[config.mk]
export PLATFORM = sky130hd
export DESIGN_NAME = huff_table_decoder
export DESIGN_NICKNAME = d
export VERILOG_FILES = /design/src/rtl/huff_dec_pkg.sv /design/src/rtl/huff_node_table.sv /design/src/rtl/huff_table_decoder.sv
export SDC_FILE = /design/constraint.sdc
export NUM_CORES = 1
export LEC_CHECK = 0
export ABC_CLOCK_PERIOD_IN_PS = 8600
export BUFFER_PORTS_ARGS = -buffer_cell sky130_fd_sc_hd__buf_4
export CORE_ASPECT_RATIO = 2
export CORE_UTILIZATION = 57
export DETAILED_ROUTE_END_ITERATION = 7
export PLACE_DENSITY = 0.75
export SLEW_MARGIN = 20
export SYNTH_ARGS = -nofsm -noshare
export SYNTH_HDL_FRONTEND = slang
export SYNTH_SLANG_ARGS = --single-unit
[constraint.sdc]
create_clock -name clk -period 8.6 [get_ports clk]
set_input_delay 0.86 -clock clk [delete_from_list [all_inputs] [get_ports clk]]
set_output_delay 0.86 -clock clk [all_outputs]
set_load 0.01 [all_outputs]
[src/rtl/huff_dec_pkg.sv]
// Shared constants and the reset-time code tree for the table-driven Huffman decoder.
package huff_dec_pkg;

  localparam logic [1:0] ENT_INVALID = 2'b00;
  localparam logic [1:0] ENT_INT     = 2'b01;
  localparam logic [1:0] ENT_LEAF    = 2'b10;

  localparam logic [1:0] ERR_NONE = 2'b00;
  localparam logic [1:0] ERR_INV  = 2'b01;
  localparam logic [1:0] ERR_LEN  = 2'b10;

  // Payloads of the default tree never exceed 6, so 3 bits carry every value.
  typedef struct packed {
    logic [1:0] typ;
    logic [2:0] pay;
  } dflt_ent_t;

  // Legacy code: 0->1, 100->3, 101->2, 111->4, 1100->6, 1101->5; address = {node, bit}.
  function automatic dflt_ent_t default_entry(input int unsigned addr);
    dflt_ent_t e;
    e = '{ENT_INVALID, 3'd0};
    case (addr)
      0: e = '{ENT_LEAF, 3'd1};
      1: e = '{ENT_INT,  3'd1};
      2: e = '{ENT_INT,  3'd2};
      3: e = '{ENT_INT,  3'd3};
      4: e = '{ENT_LEAF, 3'd3};
      5: e = '{ENT_LEAF, 3'd2};
      6: e = '{ENT_INT,  3'd4};
      7: e = '{ENT_LEAF, 3'd4};
      8: e = '{ENT_LEAF, 3'd6};
      9: e = '{ENT_LEAF, 3'd5};
      default: e = '{ENT_INVALID, 3'd0};
    endcase
    return e;
  endfunction

endpackage

[src/rtl/huff_node_table.sv]
// Node table register file: combinational read, one write port, reset-loads the default tree.
module huff_node_table
  import huff_dec_pkg::*;
#(
  parameter int NODES = 8,
  parameter int PAY_W = 3,
  localparam int AW = $clog2(2*NODES),
  localparam int EW = 2 + PAY_W
)(
  input  logic          clk,
  input  logic          reset,
  input  logic [AW-1:0] rd_addr,
  output logic [EW-1:0] rd_data,
  input  logic          we,
  input  logic [AW-1:0] wr_addr,
  input  logic [EW-1:0] wr_data
);

  localparam int ENTRIES = 2*NODES;

  logic [EW-1:0] tbl [ENTRIES];

  function automatic logic [EW-1:0] dflt(input int unsigned a);
    dflt_ent_t e;
    e = default_entry(a);
    return {e.typ, PAY_W'(e.pay)};
  endfunction

  always_ff @(posedge clk or posedge reset) begin
    if (reset) begin
      for (int i = 0; i < ENTRIES; i++) tbl[i] <= dflt(unsigned'(i));
    end else if (we) begin
      tbl[wr_addr] <= wr_data;
    end
  end

  // Read sees the pre-write contents in a write cycle.
  assign rd_data = tbl[rd_addr];

endmodule

[src/rtl/huff_table_decoder.sv]
// Serial table-driven Huffman decoder: one bit per handshake, registered symbol/err outputs.
// Optional HUFF_STATS_EN adds saturating sym_count/err_count outputs.
module huff_table_decoder
  import huff_dec_pkg::*;
#(
  parameter int SYM_W   = 3,
  parameter int NODES   = 8,
  parameter int MAX_LEN = 4,
  localparam int NW    = $clog2(NODES),
  localparam int AW    = $clog2(2*NODES),
  localparam int LW    = $clog2(MAX_LEN+1),
  localparam int PAY_W = (SYM_W > NW) ? SYM_W : NW
)(
  input  logic             clk,
  input  logic             reset,
  input  logic             flush,
  input  logic             cfg_we,
  input  logic [AW-1:0]    cfg_addr,
  input  logic [PAY_W+1:0] cfg_data,
  input  logic             bit_in,
  input  logic             bit_valid,
  output logic             bit_ready,
  output logic [SYM_W-1:0] sym_out,
  output logic [LW-1:0]    sym_len,
  output logic             sym_valid,
  input  logic             sym_ready,
  output logic             err,
  output logic [1:0]       err_code
`ifdef HUFF_STATS_EN
  ,
  output logic [15:0]      sym_count,
  output logic [15:0]      err_count
`endif
);

  typedef enum logic {ROOT, WALK} walk_t;

  walk_t            state;
  logic [NW-1:0]    node;
  logic [LW-1:0]    depth;
  logic [NW-1:0]    cur_node;
  logic [LW-1:0]    depth_nxt;
  logic [PAY_W+1:0] ent;
  logic [1:0]       ent_type;
  logic [PAY_W-1:0] ent_pay;
  logic             take, is_leaf, is_int, can_descend, produce, err_ev;

  assign cur_node    = (state == ROOT) ? '0 : node;
  assign depth_nxt   = depth + LW'(1);
  assign ent_type    = ent[PAY_W+1:PAY_W];
  assign ent_pay     = ent[PAY_W-1:0];
  assign is_leaf     = (ent_type == ENT_LEAF);
  assign is_int      = (ent_type == ENT_INT);
  assign can_descend = is_int && (depth_nxt < LW'(MAX_LEN));

  assign bit_ready = (!sym_valid || sym_ready) && !flush;
  assign take      = bit_valid && bit_ready;
  assign produce   = take && is_leaf;
  assign err_ev    = take && !is_leaf && !can_descend;

  huff_node_table #(.NODES(NODES), .PAY_W(PAY_W)) u_table (
    .clk     (clk),
    .reset   (reset),
    .rd_addr ({cur_node, bit_in}),
    .rd_data (ent),
    .we      (cfg_we),
    .wr_addr (cfg_addr),
    .wr_data (cfg_data)
  );

  always_ff @(posedge clk or posedge reset) begin
    if (reset) begin
      state     <= ROOT;
      node      <= '0;
      depth     <= '0;
      sym_valid <= 1'b0;
      sym_out   <= '0;
      sym_len   <= '0;
      err       <= 1'b0;
      err_code  <= ERR_NONE;
    end else begin
      err <= 1'b0;
      // A produced symbol below overrides this clear, so consume+produce keeps valid high.
      if (sym_valid && sym_ready) sym_valid <= 1'b0;
      if (flush) begin
        state <= ROOT;
        node  <= '0;
        depth <= '0;
      end else if (take) begin
        if (is_leaf) begin
          sym_out   <= ent_pay[SYM_W-1:0];
          sym_len   <= depth_nxt;
          sym_valid <= 1'b1;
          state     <= ROOT;
          node      <= '0;
          depth     <= '0;
        end else if (can_descend) begin
          state <= WALK;
          node  <= ent_pay[NW-1:0];
          depth <= depth_nxt;
        end else begin
          err      <= 1'b1;
          err_code <= is_int ? ERR_LEN : ERR_INV;
          state    <= ROOT;
          node     <= '0;
          depth    <= '0;
        end
      end
    end
  end

`ifdef HUFF_STATS_EN
  always_ff @(posedge clk or posedge reset) begin
    if (reset) begin
      sym_count <= '0;
      err_count <= '0;
    end else begin
      if (produce && sym_count != 16'hFFFF) sym_count <= sym_count + 16'd1;
      if (err_ev && err_count != 16'hFFFF) err_count <= err_count + 16'd1;
    end
  end
`endif

endmodule

* Word-level counts from Yosys, hierarchy flattened *
Index checks and enable logic that the tools add are counted.

cells by class
  add/subtract/negate cells = 1
  magnitude comparators = 4
  equality and inequality tests = 2
  multiplexer cells = 28
  bitwise gates (word level) = 5
  reductions and logical operators = 11

operators by type and width
  kind                   number
  $bwmux W80             1
  $mux W3                9
  $bmux W5 S4            1
  $demux W5 S4           1
  $mux W5                3
  $mux W1                12
  $ge A5 B5 Y1 const B   2
  $not A4 Y5             2
  $logic_and A1 B1 Y1    5
  $lt A5 B1 Y1 const B   1
  $reduce_and A4 Y1      1
  $add A3 B1 Y3 const B  1
  $lt A3 B3 Y1 const B   1
  $not A1 Y1             3
  $reduce_and A3 Y1      1
  $eq A2 B1 Y1 const B   1
  $eq A2 B2 Y1 const B   1
  $logic_not A1 Y1       2
  $mux W2                1
  $reduce_bool A2 Y1     1
  $logic_or A1 B1 Y1     1

storage, ports and cells
  flip-flop bits (word level) = 97
  input port bits = 16
  output and inout port bits = 11
  word-level logic and storage cells = 75

* Longest topological paths before layout *
  depth in word-level cells = 11
  mapped depth = 8

* Cells and area by module *
A second synthesis with hierarchy kept.

second synthesis, totals
  cell total of the unflattened synthesis = 313
  area total of the unflattened synthesis = 4565.6 um^2

modules (own cells, without submodules)
  module              times used  cells each  area each (um^2)  seq. area each (um^2)
  huff_node_table     1           244         3744.8            2031.9
  huff_table_decoder  1           69          820.8             425.4

* Worst setup path after synthesis *
OpenSTA, ideal clock, no wires.

  kind = input port to flip-flop
  start = in bit_in
  end = reg sym_len[1]
  data arrival time = 2.504 ns
  required time = 8.472 ns
  setup slack = 5.968 ns
  stages on the path = 7
  buffers on the path = 1
  cells stage by stage = buf_6 mux4_2 nor2_1 a221oi_2 or2_1 o22ai_4 mux2_1

between the ends
  longest elaborated chain between the ends = 6

RTL lines
  what                                         RTL line                  text
  from (decl)                                  huff_table_decoder.sv:20  input logic bit_in,
  $not A4 Y5 (implied by the code)             huff_node_table.sv:38     assign rd_data = tbl[rd_addr];
  $bmux W5 S4                                  huff_node_table.sv:38
  $mux W5 (implied by the code) (2 in series)  huff_node_table.sv:38
  $eq A2 B2 Y1                                 huff_table_decoder.sv:52  assign is_leaf = (ent_type == ENT_LEAF);
  $reduce_and A3 Y1 (no source line)           --
  to (signal assigned)                         huff_table_decoder.sv:92  sym_len <= depth_nxt;
  to (decl)                                    huff_table_decoder.sv:24  output logic [LW-1:0] sym_len,

Every way passes these cells. The select of a mux whose other input is x is not followed.
A chain may end at the register's enable or synchronous reset.

* Final worst setup path *
  start = reg state
  end = reg sym_out[0]

between the ends
  longest elaborated chain between the ends = 7

RTL lines
  what                                             RTL line                  text
  from (decl)                                      huff_table_decoder.sv:38  walk_t state;
  from (signal assigned)                           huff_table_decoder.sv:73  state <= ROOT;
  from (signal assigned)                           huff_table_decoder.sv:86  state <= ROOT;
  from (signal assigned)                           huff_table_decoder.sv:94  state <= ROOT;
  $mux W3 (*)                                      huff_table_decoder.sv:48  assign cur_node = (state == ROOT) ? '0 : node;
  $not A4 Y5 (implied by the code) (*)             huff_node_table.sv:38
  $bmux W5 S4 (*)                                  huff_node_table.sv:38
  $mux W5 (implied by the code) (*) (2 in series)  huff_node_table.sv:38
  $eq A2 B2 Y1                                     huff_table_decoder.sv:52
  $reduce_and A3 Y1 (no source line)               --
  to (signal assigned)                             huff_table_decoder.sv:91  sym_out <= ent_pay[SYM_W-1:0];
  to (decl)                                        huff_table_decoder.sv:23  output logic [SYM_W-1:0] sym_out,

Every way passes the cells marked *; elsewhere a longest branch is shown, timed or not. The select of a mux whose other input is x is not followed.

==> results.md <==
- Outcome: complete, no violations
- Ratio of cells with drive above 1 in the final layout: 49.4%
- Synth Flop Type: dfrtp_1
- Cell area after synthesis: roughly 0.0045 mm2
- Largest net degree at the start of global routing: 82
- Hold_ws: roughly 0.45 ns
- HPWL after DPL: about 6.8 mm
- TritonCTS clock tree: built
- Area growth from synthesis to layout: 11.3%
- CTS resizes: 0
- Ys Warns: 0
- Max Cap Viol: 0
- Finish-stage setup viols: 0
- Worst-Margin Slew: just over 1 ns
- Max IR drop VDD: 0.000190 V
- Dpl ws: 5.50 ns
- Req. time, crit path: 8.82 ns
- Max Root-Sink Buffers: 2
- Final Hold Fails: 0
- Worst Path Max Fanout: 14
- Nets: 354
- Antenna diode count: 0
- Final total power: approximately 1.2 mW
- R2r worst-path depth: 5
- DR iter-0 viols: 117
- Setup Crit Path Kind: reg2reg
- Critical path data arrival time: roughly 3.0 ns
- Max H-tree Level: 3
- Final period utilization: 32.7%
- Die width: about 65 um
- Root Buffer: clkbuf_16
- CTS Hold Buffers Added: 0
- Initial core utilization: 59.3%
- Core ar.: 0.00766 mm2
- Distinct cells, synth: 42
- Port Buffers: 26
- Fmax: 356 MHz
- Most frequent cells in the layout: 82 x mux2_2, 73 x dfrtp_1, 27 x buf_4
- Post-synth EDFFs: 0
- Layout Skew: around 0.0065 ns
- Path type of the worst min-delay path: in2async
- Final Critical Period: around 2.8 ns
- Slew Limit Fails: 0
- Die area: 0.00835 mm2
- Drt wl/cell: 21.7 um
- Syn Inst Count: 313
- Vias in the first global route: 2,863
- Setup crit start kind: flop
- First-pass GRT wire length: 15.2 mm
- Congestion Overflow GR: 0
- Total clock sinks: 97
- Cell Pwr Density: 245 mW/mm2
- Rows: between 40 and 50
- Setup Total Neg Slack: 0 ns
- Number of I/O pins: 27
- R2R setup slack: 5.79 ns
- Detailed Route WL: 9.46 mm
- RSZ-0062 raised after global routing: no
- Final ANT Viol Nets: 0
- Total Routing Usage GR: 25.7%
- Seq/Total Area, Yosys: 54.1%
- Detailed-route via count: around 2,700
- TritonCTS Buffers: 9
- TritonRoute pass-1 iters: 4
- Final setup margin: 5.79 ns
- Initial antenna violation count: 0
- Max_slew headroom: ~31%
- DR DRC count: 0
- Avg Vias per Cell: 6.17
- RePlAce Congestion: 0.834
- Synth Net Count: 330
- Worst-path clk slew: 0.06 ns
- Most common cell after layout, fill and taps aside: mux2_2
- Leakage Power: between 2 and 2.5 nW
- Number of setup buffers added after CTS: 0
- Asr flop ratio synth: 100%
- Crit. End Element: flop
- Syn_area_per_cell: 14.5 um2
- Die Y: roughly 130 um
- Latest clock arrival within the worst-skew pair: 0.34 ns
- Synth Register Bits: slightly below 100
sequential cells by signal, summed over array words and instances, names as in the netlist:
signal,count
sym_out,3
sym_len,3
state,1
err_code,2
u_table.tbl,80
err,1
node,3
sym_valid,1
depth,3
kinds of logic after synthesis:
group | synth area share, %
AND/OR/NAND/NOR | 5.92
flip-flops | 54.1
buffers and inverters | 1.96
multiplexers | 31.2
AO/OA/AOI/OAI | 5.76
XOR/XNOR | 0.771
adder cells (fa/ha/maj) | 0.275
metal layers:
layer | track usage (%) | wire length [um] | share of wire (%) | up-vias
li1 | - | - | - | 1206
met1 | 28.2 | 3580 | 38 | 1408
met2 | 44.9 | 5160 | 55 | 61
met3 | 5.16 | 261 | 2.8 | 17
met4 | 14.8 | 465 | 4.9 | 0
met5 | 0 | 0 | 0 | -
worst max-delay path, stage by stage, from the launching register on:
cell and delay, ns:
dfrtp_1 0.54, nand2_1 0.68, mux4_2 0.79, a22oi_1 0.23
nand2_1 0.13, mux2_1 0.31
synthesized netlist by cell type, types with 2 or more instances:
library cell / number / share of area (%)
a21o_1: 3 / 0.50
dfstp_2: 24 / 14
buf_6: 2 / 0.50
or3_1: 3 / 0.41
mux2_2: 82 / 20
nand3_1: 4 / 0.44
a22o_1: 4 / 0.77
mux4_2: 14 / 6.9
clkbuf_1: 9 / 0.74
o22ai_1: 3 / 0.41
nand3b_1: 3 / 0.50
xnor2_1: 2 / 0.39
a21oi_1: 2 / 0.22
and2_1: 2 / 0.28
xor2_1: 2 / 0.39
inv_1: 4 / 0.33
o21ai_0: 2 / 0.22
nand2b_1: 5 / 0.69
dfrtp_1: 73 / 40
buf_2: 2 / 0.22
a221oi_2: 3 / 0.99
nand2_1: 11 / 0.91
mux2_1: 8 / 2.0
nor2_1: 14 / 1.2
a22oi_1: 7 / 1.2
mux2i_1: 9 / 2.0
stage by stage:
stage / instance area [um2] / cells / utilization, %
final: 5060 / 436 / 66.1
after global routing: 5060 / 436 / 66.1
after CTS: 5060 / 436 / 66.1
after detailed placement: 4790 / 420 / 62.6
after global placement: 4790 / 420 / 62.6
after floorplan: 4540 / 313 / -
final timing paths:
check	from	end
min reg2reg	sym_len[1]	sym_len[1]
max	state	sym_out[0]
max in group asynchronous	reset	u_table.tbl[15]
min in group clk	sym_len[1]	sym_len[1]
min	reset	u_table.tbl[65]
max reg2reg	state	sym_out[0]
layout make-up:
cell class	count	area, um2
fillers	608	2600
well taps	94	118
repair buffers	27	203
clock buffers	13	250
multi-input cells	198	2000
inverters	4	16.3
flip-flops and latches	97	2460
clock inverters	3	17.5
power by group:
group | internal [mW] | switching [mW]
combinational | 0.142 | 0.105
sequential | 0.576 | 0.0541
clock | 0.203 | 0.158
Note: power is estimated with default switching activity, not from simulation.
